[config.mk]
export PLATFORM = sky130hd
export DESIGN_NAME = fixed_pt_divider
export DESIGN_NICKNAME = d
export VERILOG_FILES = /design/src/rtl/fixed_pt_divider.sv
export SDC_FILE = /design/constraint.sdc
export NUM_CORES = 1
export LEC_CHECK = 0
export ABC_AREA = 1
export CORE_ASPECT_RATIO = 1.2
export CORE_UTILIZATION = 55
export CTS_CLUSTER_SIZE = 8
export DETAILED_ROUTE_END_ITERATION = 6
export PLACE_DENSITY_LB_ADDON = 0.25
export SLEW_MARGIN = 15
export SYNTH_ARGS = -nofsm -noshare
export SYNTH_HDL_FRONTEND = slang
export SYNTH_SLANG_ARGS = --single-unit
[constraint.sdc]
create_clock -name clk -period 6 [get_ports clk]
set_input_delay 1.2 -clock clk [delete_from_list [all_inputs] [get_ports clk]]
set_output_delay 1.2 -clock clk [all_outputs]
set_load 0.01 [all_outputs]
[src/rtl/fixed_pt_divider.sv]
// Signed Q-format divider: quotient = (dividend << DECIMAL_PLACE) / divisor.
// Restoring shift-subtract, one quotient bit per clock, valid/ready on both sides.
//
// Ports:
//   clk, rst_n            clock, synchronous active-low reset
//   in_valid / in_ready   operand handshake (ready only in IDLE)
//   dividend, divisor     signed Q-format operands
//   out_valid / out_ready result handshake (result held until accepted)
//   quotient              signed Q-format result, saturated on overflow
//   overflow              true quotient not representable
//   div_by_zero           divisor was zero
module fixed_pt_divider #(
  parameter int OPERAND_WIDTH = 24,
  parameter int DECIMAL_PLACE = 12
) (
  input  logic                     clk,
  input  logic                     rst_n,
  input  logic                     in_valid,
  output logic                     in_ready,
  input  logic [OPERAND_WIDTH-1:0] dividend,
  input  logic [OPERAND_WIDTH-1:0] divisor,
  output logic                     out_valid,
  input  logic                     out_ready,
  output logic [OPERAND_WIDTH-1:0] quotient,
  output logic                     overflow,
  output logic                     div_by_zero
);

  localparam int W  = OPERAND_WIDTH;
  localparam int D  = DECIMAL_PLACE;
  localparam int N  = W + D;
  localparam int CW = $clog2(N);

  localparam logic [W-1:0] QMAX = {1'b0, {(W-1){1'b1}}};
  localparam logic [W-1:0] QMIN = {1'b1, {(W-1){1'b0}}};

  typedef enum logic [1:0] {
    IDLE,
    DIV,
    FIX,
    DONE
  } state_t;

  state_t state;
  state_t state_nx;

  logic [W-1:0]  mag_b;
  logic [W-1:0]  rem;
  logic [N-1:0]  acc;
  logic [CW-1:0] cnt;
  logic          neg;

  logic [W:0]    trial;
  logic          ge;
  logic [W-1:0]  rem_nx;
  logic [N-1:0]  acc_nx;

  logic [W-1:0]  fix_q;
  logic          fix_ovf;
  logic          big_pos;
  logic          big_neg;

  logic          accept;
  logic          zero_div;

  function automatic logic [W-1:0] mag(
    input logic [W-1:0] v
  );
    return v[W-1] ? (~v + 1'b1) : v;
  endfunction

  assign accept   = in_valid && (state == IDLE);
  assign zero_div = (divisor == '0);

  // acc holds the numerator shifting out of the top while
  // quotient bits shift in at the bottom.
  always_comb begin
    trial  = {rem, acc[N-1]};
    ge     = (trial >= {1'b0, mag_b});
    rem_nx = ge ? W'(trial - {1'b0, mag_b}) : trial[W-1:0];
    acc_nx = {acc[N-2:0], ge};
  end

  // Negative side may reach exactly 2^(W-1).
  always_comb begin
    big_pos = |acc[N-1:W-1];
    big_neg = (|acc[N-1:W]) || (acc[W-1] && (|acc[W-2:0]));
    fix_q   = acc[W-1:0];
    fix_ovf = 1'b0;
    if (neg) begin
      if (big_neg) begin
        fix_q   = QMIN;
        fix_ovf = 1'b1;
      end else begin
        fix_q = ~acc[W-1:0] + 1'b1;
      end
    end else if (big_pos) begin
      fix_q   = QMAX;
      fix_ovf = 1'b1;
    end
  end

  always_comb begin
    state_nx  = state;
    in_ready  = 1'b0;
    out_valid = 1'b0;
    unique case (state)
      IDLE: begin
        in_ready = 1'b1;
        if (in_valid) begin
          state_nx = zero_div ? FIX : DIV;
        end
      end
      DIV: begin
        if (cnt == CW'(N - 1)) begin
          state_nx = FIX;
        end
      end
      FIX: begin
        state_nx = DONE;
      end
      DONE: begin
        out_valid = 1'b1;
        if (out_ready) begin
          state_nx = IDLE;
        end
      end
      default: begin
        state_nx = IDLE;
      end
    endcase
  end

  always_ff @(posedge clk) begin
    if (!rst_n) begin
      state <= IDLE;
    end else begin
      state <= state_nx;
    end
  end

  // Zero divisor skips DIV; its saturated result is set at accept
  // and FIX passes it through untouched.
  always_ff @(posedge clk) begin
    if (!rst_n) begin
      quotient    <= '0;
      overflow    <= 1'b0;
      div_by_zero <= 1'b0;
      mag_b       <= '0;
      rem         <= '0;
      acc         <= '0;
      cnt         <= '0;
      neg         <= 1'b0;
    end else begin
      unique case (state)
        IDLE: begin
          if (accept) begin
            acc   <= {mag(dividend), {D{1'b0}}};
            mag_b <= mag(divisor);
            rem   <= '0;
            cnt   <= '0;
            neg   <= dividend[W-1] ^ divisor[W-1];
            if (zero_div) begin
              div_by_zero <= 1'b1;
              overflow    <= 1'b0;
              quotient    <= dividend[W-1] ? QMIN : QMAX;
            end
          end
        end
        DIV: begin
          acc <= acc_nx;
          rem <= rem_nx;
          cnt <= cnt + CW'(1);
        end
        FIX: begin
          if (!div_by_zero) begin
            quotient <= fix_q;
            overflow <= fix_ovf;
          end
        end
        DONE: begin
          if (out_ready) begin
            quotient    <= '0;
            overflow    <= 1'b0;
            div_by_zero <= 1'b0;
          end
        end
        default: begin
        end
      endcase
    end
  end

endmodule

==> impl_metrics.py, run 1 <==
metrics = {
    "run_status": {
        "status": "completed",
    },
    "cts": {
        "clockBufferDepth": 2,
        "root_buffer": "clkbuf_16",
        "cts_hold_buf": 0,
        "clock-sinks": 119,
        "ctsResizeCount": 0,
        "cts.clk_slew.worst_paths_ps": 50,
        "post_cts_buffers": 0,
        "cts_tree": "yes",
        "cts_buffers": 17,
        "htreeDepth": 4,
        "clock_latency_ps": 420,
    },
    "worst_setup_path": {
        "path_class": "flip-flop to flip-flop",
        "start_kind": "flip-flop",
        "required_ps": 6340,
        "r2r_setup_slack_ps": 2280,
        "path_max_fanout": 49,
        "crit_arrival_ps": 4060,
        "endpoint_kind": "flip-flop",
    },
    "detailed_routing": {
        "viasPerCell": 5.48,
        "drt_iter0_markers": 800,
        "final_antenna_net_count": 0,
        "drc": 0,
        "vias": 9756,
        "routed_wl_mm": 26.2,
        "first_pass_iters": 6,
        "wl_per_cell_um": 14.7,
    },
    "layout": {
        "syn_to_final_growth_pct": 15.3,
        "layout.nets": 1641,
        "drive_above_1_share_pct": 5.23,
        "layout.cells.most_common": "nand2_1",
        "n_antenna_cell": 0,
        "final_cell_mix": "nand2_1, inv_1, a21oi_1",
        "fin_util_pct": 64.9,
        "fill_cells": 1498,
    },
    "floorplanning": {
        "die_area_mm2": 0.0172,
        "die_h_um": 143,
        "die_w_um": 120,
        "fp-row-count": 51,
        "io_pins": 80,
        "initial_core_util_pct": 56.3,
        "core_mm2": 0.0163,
    },
    "yosys": {
        "synth_mux_area_share_pct": 0,
        "synthXorXnorAreaFrac_pct": 3.92,
        "synth_edf_count": 0,
        "synth.area.top_cells": "dfxtp_1, nand2_1, inv_1",
        "synth.distinct_cells": 50,
        "syn_avg_cell_area_um2": 6.05,
        "synth_top_family_by_area": "simple AND/OR/NAND/NOR gates",
        "yosys.area.top_type": "dfxtp_1",
        "yosys.area.top_type_share_pct": 26.0,
        "synth_fa_ha_area_share_pct": 4.59,
        "ys_ff_latch": 119,
        "synth_fp_nets": 1600,
        "async_reset_ff_share_pct": 0,
        "yosys_warnings": 0,
        "yosys.area_share.simple_pct": 35.6,
        "syn_inst": 1515,
        "yosysSeqAreaShare_pct": 26.0,
        "synth-compound-area-share_pct": 16.7,
        "yosys_most_used_dff": "dfxtp_1",
        "syn-cell-area_mm2": 0.00917,
    },
    "place": {
        "gp_congestion": 1.04,
        "hpwl_mm": 19.2,
        "numPortBuffers": 79,
        "post-place-ws_ps": 2210,
    },
    "sta": {
        "setup_tns_ps": 0,
        "clock.fmax_ghz": 0.269,
        "slew_viol_final": 0,
        "min_period_over_period_pct": 61.9,
        "setup_viol": 0,
        "worst_slew_pin_slew_ps": 1100,
        "hold_viol_final": 0,
        "setup_ws_ps": 2280,
        "relSlewSlack_pct": 26.5,
        "fin_skew_ps": 5.04,
        "min_period_ps": 3720,
        "rsz0062_at_grt": "no",
    },
    "power": {
        "p_leak_nw": 4.89,
        "ir_drop_uv": 275,
        "power_density_mw_per_mm2": 526,
        "total_power_w": 0.00555,
    },
    "hold_path": {
        "hp-class": "flip-flop to flip-flop",
    },
    "global_route": {
        "grt_pass1_wl_mm": 42.7,
        "first_global_vias": 9155,
        "groute.usage.overall_pct": 31.3,
        "antenna_found_initial": 0,
        "grt_overflow": 0,
        "grt_max_degree": 52,
    },
    "run": {
        "maxCapViolations": 0,
    },
}
-- power by group --
part | total (W) | switching [W] | internal (W)
sequential | 0.00121 | 0.000188 | 0.00103
clock | 0.00104 | 0.000362 | 0.000675
combinational | 0.00330 | 0.00216 | 0.00115
total | 0.00555 | 0.00271 | 0.00285
-- per-stage QoR --
step / cells / area, um^2 / hold WS, ps
after floorplan: 1515 / 9170 / 443
after global placement: 1749 / 9960 / 454
after detailed placement: 1749 / 9960 / 459
after CTS: 1781 / 10600 / 467
after global routing: 1781 / 10600 / 495
final: 1781 / 10600 / 465
-- synthesized netlist by cell type (all sizes together), types with 15 or more instances --
| cell | n |
|---|---|
| a21oi | 162 |
| buf | 26 |
| clkbuf | 37 |
| dfxtp | 119 |
| ha | 32 |
| inv | 238 |
| nand2 | 417 |
| nand3 | 121 |
| nand4 | 45 |
| nor2 | 127 |
| nor3 | 20 |
| o21ai | 64 |
| xnor2 | 15 |
| xor2 | 26 |
-- sequential cells by signal, indices dropped and copies added (netlist names), 2 cells and up --
signal	cells
state	2
mag_b	24
rem	24
acc	36
cnt	6
quotient	24
-- cell families after synthesis --
family	after synthesis
compound gates	266
xor+xnor	41
fa+ha+maj	33
buf+inv	302
flops	119
simple gates	754
-- layout make-up --
class	instances	area, um^2	area share [%]
clock inverters	7	90.1	0.853
well taps	212	265	2.51
multi-input cells	1094	5590	52.9
clock buffers	25	515	4.88
flip-flops and latches	119	2380	22.5
repair buffers	85	831	7.86
inverters	239	897	8.49
-- per-layer routing --
| metal | up-vias | global-route usage, % | wire length, um |
|---|---|---|---|
| met1 | 4398 | 34.7 | 10500 |
| met3 | 64 | 4.92 | 1480 |
| met2 | 325 | 58.5 | 13300 |
| met4 | 0 | 13.9 | 862 |
| li1 | 4969 | - | - |
| met5 | - | 0 | 0 |
-- final timing paths --
path / to / cells after the start / startpoint
max reg2reg: acc[24] / 9 / state[1]
min reg2reg: acc[34] / 2 / acc[34]
max: acc[24] / 9 / state[1]
min: acc[34] / 2 / acc[34]
-- worst max-delay path, stage by stage, from the launching register on --
cell and delay [ps]:
dfxtp_1 340, inv_1 90, ha_1 820, inv_2 450
o21ai_2 670, inv_2 380, buf_4 410, a21oi_1 180
o21ai_0 100, a21oi_1 180
Note: power is estimated with default switching activity, not from simulation.
==> run 2: changes to the inputs <==
Clock period 6 ns to 3.7 ns, I/O delays scaled along.
==> impl_metrics.py, run 2 (synthesis results as in run 1) <==
metrics = {
    "cts": {
        "cts_buffers": 17,
        "cts_hold_buf": 0,
        "htreeDepth": 4,
        "post_cts_buffers": 0,
        "cts_tree": "yes",
        "clockBufferDepth": 2,
        "root_buffer": "clkbuf_16",
        "clock-sinks": 119,
        "cts.clk_slew.worst_paths_ps": 50,
        "ctsResizeCount": 0,
        "clock_latency_ps": 430,
    },
    "floorplanning": {
        "initial_core_util_pct": 56.3,
        "core_mm2": 0.0163,
        "die_w_um": 120,
        "die_h_um": 143,
        "fp-row-count": 51,
        "die_area_mm2": 0.0172,
        "io_pins": 80,
    },
    "worst_setup_path": {
        "r2r-start": "state[1]",
        "path_class": "flip-flop to flip-flop",
        "required_ps": 4050,
        "cp_slowest_cell": "o21ai_2",
        "r2r_setup_slack_ps": 710,
        "crit_chain": "inv_1 -> ha_1 -> buf_4 -> inv_2 -> o21ai_2 -> inv_2 -> buf_4 -> a21oi_1 -> o21ai_0 -> a21oi_1",
        "critPathMaxStageDelay_ps": 630,
        "path_max_fanout": 29,
        "r2r_cells": 10,
        "start_kind": "flip-flop",
        "crit_arrival_ps": 3340,
        "reg2reg_to": "acc[34]",
        "endpoint_kind": "flip-flop",
    },
    "power": {
        "ir_drop_uv": 457,
        "p_leak_nw": 4.97,
        "power_density_mw_per_mm2": 867,
        "total_power_w": 0.00927,
    },
    "hold_path": {
        "worstHoldStart": "acc[27]",
        "whs_endpoint": "acc[27]",
        "hp-class": "flip-flop to flip-flop",
        "hold_path_depth": 2,
    },
    "sta": {
        "min_period_ps": 2990,
        "worst_slew_pin_slew_ps": 868,
        "rsz0062_at_grt": "no",
        "clock.fmax_ghz": 0.334,
        "relSlewSlack_pct": 42.1,
        "setup_viol": 0,
        "setup_ws_ps": 706,
        "min_period_over_period_pct": 80.9,
        "slew_viol_final": 0,
        "fin_skew_ps": 7.56,
        "setup_tns_ps": 0,
        "hold_viol_final": 0,
    },
    "place": {
        "place_area_mm2": 0.0101,
        "gp_congestion": 1.01,
        "hpwl_mm": 19.7,
        "numPortBuffers": 79,
        "post-place-ws_ps": 489,
    },
    "detailed_routing": {
        "drt_iter0_markers": 703,
        "vias": 9780,
        "first_pass_iters": 7,
        "final_antenna_net_count": 0,
        "viasPerCell": 5.45,
        "drc": 0,
        "wl_per_cell_um": 14.8,
        "routed_wl_mm": 26.5,
    },
    "layout": {
        "drive_above_1_share_pct": 5.95,
        "final_cell_mix": "nand2_1, inv_1, a21oi_1",
        "multi_input_area_mm2": 0.00559,
        "largest_register": "acc",
        "layout.cells.most_common": "nand2_1",
        "layout.nets": 1654,
        "n_antenna_cell": 0,
        "fill_cells": 1507,
        "largest_register_ffs": 36,
        "syn_to_final_growth_pct": 16.6,
        "final_area_mm2": 0.0107,
        "seq_area_mm2": 0.00238,
    },
    "global_route": {
        "antenna_found_initial": 0,
        "groute.usage.overall_pct": 31.8,
        "first_global_vias": 9192,
        "grt_pass1_wl_mm": 43.3,
        "grt_max_degree": 51,
        "grt_overflow": 0,
    },
    "run_status": {
        "status": "completed",
    },
    "run": {
        "maxCapViolations": 0,
    },
}
-- run 2: through the flow --
stage | instances | hold WS [ps] | util (%)
finish | 1793 | 465 | 65.7
floorplan | 1515 | 443 | -
detailed placement | 1762 | 455 | 61.8
global route | 1793 | 504 | 65.7
global placement | 1762 | 451 | 61.8
CTS | 1793 | 464 | 65.7
-- run 2: area by class of cell --
| cell class | instances | share of cell area [%] |
|---|---|---|
| Multi-Input combinational cell | 1094 | 52.2 |
| Sequential cell | 119 | 22.3 |
| Timing Repair Buffer | 98 | 8.68 |
| Inverter | 239 | 8.39 |
| Clock buffer | 23 | 4.56 |
| Tap cell | 212 | 2.48 |
| Clock inverter | 8 | 1.35 |
-- run 2: how the worst max path moves through the flow --
stage / from / to / slack [ps] / depth (start not counted)
after floorplan: divisor[0] / quotient[0] / 1530 / 10
after global placement: divisor[0] / quotient[6] / 570 / 10
after detailed placement: divisor[0] / quotient[5] / 490 / 10
after CTS: state[1] / acc[34] / 770 / 10
after global routing: state[1] / acc[34] / 530 / 10
final: state[1] / acc[34] / 710 / 10
-- run 2: critical path, delay by kind of cell (launching register included) --
family	cells	cell delay, ps
DFF	1	340
AOI/OAI and AO/OA	4	1020
buffers and inverters	5	1410
adders and majority gates	1	140
-- run 2: routing by layer --
metal  track usage (%)  up-vias  part of all wire, %
met5                 0        -                    0
met3              4.84       81                  5.4
li1                  -     4990                    -
met4              17.4        0                  4.3
met1              36.2     4374                   41
met2              56.8      335                   50
-- run 2: power by group --
part | switching (W) | leakage [nW] | internal, W
Clock | 0.000604 | 0.313 | 0.00119
Combinational | 0.00358 | 3.69 | 0.00195
Sequential | 0.000274 | 0.973 | 0.00166
==> run 3: changes to the inputs <==
Clock period 3.7 ns to 2.8 ns, I/O delays scaled along.
==> impl_metrics.py, run 3 (synthesis results as in run 1) <==
metrics = {
    "run_status": {
        "status": "completed",
    },
    "worst_setup_path": {
        "crit_path_end": "rem[5]",
        "required_ps": 3150,
        "path_class": "flip-flop to flip-flop",
        "start_kind": "flip-flop",
        "r2r_setup_slack_ps": 310,
        "crit_start": "mag_b[4]",
        "r2r_cells": 14,
        "path_max_fanout": 16,
        "endpoint_kind": "flip-flop",
        "reg2reg_to": "rem[5]",
        "crit_arrival_ps": 2840,
        "r2r-start": "mag_b[4]",
    },
    "detailed_routing": {
        "routed_wl_mm": 26.5,
        "drt_iter0_markers": 821,
        "final_antenna_net_count": 0,
        "wl_per_cell_um": 14.7,
        "vias": 9808,
        "first_pass_iters": 6,
        "drc": 0,
        "viasPerCell": 5.45,
    },
    "layout": {
        "final_cell_mix": "nand2_1, inv_1, a21oi_1",
        "finalNonFillerCells": 1799,
        "drive_above_1_share_pct": 6.30,
        "layout.nets": 1660,
        "layout.cells.most_common": "nand2_1",
        "syn_to_final_growth_pct": 17.4,
        "largest_register": "acc",
        "n_antenna_cell": 0,
        "largest_register_ffs": 36,
        "fill_cells": 1537,
    },
    "floorplanning": {
        "die_area_mm2": 0.0172,
        "core_mm2": 0.0163,
        "die_w_um": 120,
        "initial_core_util_pct": 56.3,
        "fp-row-count": 51,
        "io_pins": 80,
        "die_h_um": 143,
    },
    "cts": {
        "cts_buffers": 17,
        "cts_tree": "yes",
        "clock-sinks": 119,
        "cts_hold_buf": 0,
        "root_buffer": "clkbuf_16",
        "ctsResizeCount": 0,
        "post_cts_buffers": 0,
        "clockBufferDepth": 2,
        "clock_latency_ps": 420,
        "cts.clk_slew.worst_paths_ps": 50,
        "htreeDepth": 4,
    },
    "global_route": {
        "antenna_found_initial": 0,
        "groute.usage.overall_pct": 31.5,
        "grt_pass1_wl_mm": 43.1,
        "grt_max_degree": 59,
        "first_global_vias": 9108,
        "grt_overflow": 0,
    },
    "hold_path": {
        "hp-class": "flip-flop to flip-flop",
        "worstHoldStart": "acc[32]",
    },
    "power": {
        "ir_drop_uv": 1150,
        "pwr-share-clk_pct": 19.2,
        "p_comb_share_pct": 60.1,
        "p_sw_w": 0.00591,
        "p_int_w": 0.00643,
        "p_leak_nw": 5.01,
        "power_density_mw_per_mm2": 1150,
        "seq_power_share_pct": 20.7,
        "switching_share_pct": 47.9,
    },
    "run": {
        "maxCapViolations": 0,
    },
    "sta": {
        "setup_tns_ps": 0,
        "clock.fmax_ghz": 0.401,
        "min_period_ps": 2490,
        "relSlewSlack_pct": 55.6,
        "min_period_over_period_pct": 89.0,
        "fin_skew_ps": 9.23,
        "worst_slew_pin_slew_ps": 666,
        "setup_viol": 0,
        "slew_viol_final": 0,
        "rsz0062_at_grt": "no",
        "hold_viol_final": 0,
    },
    "place": {
        "hpwl_mm": 19.7,
        "numPortBuffers": 79,
        "dpl.cell_count": 1768,
        "gp_congestion": 1.01,
    },
}
-- run 3: changes by cell type in the layout (fill, tap and decap cells not counted), sizes merged --
cell  previous run  this run
buf             20        26
-- run 3: final cells by class --
type	count	area (um^2)	area share (%)
Clock buffer	23	488	4.53
Clock inverter	8	144	1.34
Inverter	239	897	8.34
Multi-Input combinational cell	1094	5590	51.9
Sequential cell	119	2380	22.1
Tap cell	212	265	2.47
Timing Repair Buffer	104	998	9.28
-- run 3: routing by layer --
metal | part of all wire, % | track usage (%) | up-vias
li1 | - | - | 5009
met1 | 41 | 35.2 | 4422
met2 | 51 | 59.1 | 317
met3 | 5.2 | 4.01 | 60
met4 | 3.3 | 14.7 | 0
met5 | 0 | 0 | -
-- run 3: how the worst min path moves through the flow --
stage | cells after the start | to
2_1_floorplan | 1 | cnt[0]
3_3_place_gp | 2 | acc[34]
3_5_place_dp | 2 | acc[32]
4_1_cts | 2 | acc[32]
5_1_grt | 2 | acc[31]
6_report | 2 | acc[32]
-- run 3: worst max-delay path: stages (launching register included) --
cell     delay, ps
dfxtp_1        320
inv_1           50
ha_1           350
nand2_1         80
nand2_1         90
inv_1          110
nand2_1         70
nand2_1         50
nand3_1        170
nand2_1        150
nand3_2        380
buf_4          310
nand2_1         50
nand3_1        100
a21oi_1        140
-- run 3: power groups by stage --
stage	logic (W)	registers [W]	clock network, W
floorplan	0.00530	0.00257	0
global placement	0.00721	0.00257	0
detailed placement	0.00730	0.00259	0
CTS	0.00736	0.00256	0.00238
global route	0.00830	0.00262	0.00245
finish	0.00741	0.00256	0.00236
-- run 3: through the flow --
| stage | setup slack [ps] | area, um^2 | hold WS [ps] | utilization [%] | power (W) |
|---|---|---|---|---|---|
| 2_1_floorplan | 813 | 9170 | 443 | - | 0.00788 |
| 3_3_place_gp | 154 | 10100 | 453 | 62.2 | 0.00978 |
| 3_5_place_dp | 99.7 | 10100 | 457 | 62.2 | 0.00989 |
| 4_1_cts | 333 | 10800 | 465 | 66.1 | 0.0123 |
| 5_1_grt | 143 | 10800 | 492 | 66.1 | 0.0134 |
| 6_report | 307 | 10800 | 463 | 66.1 | 0.0123 |
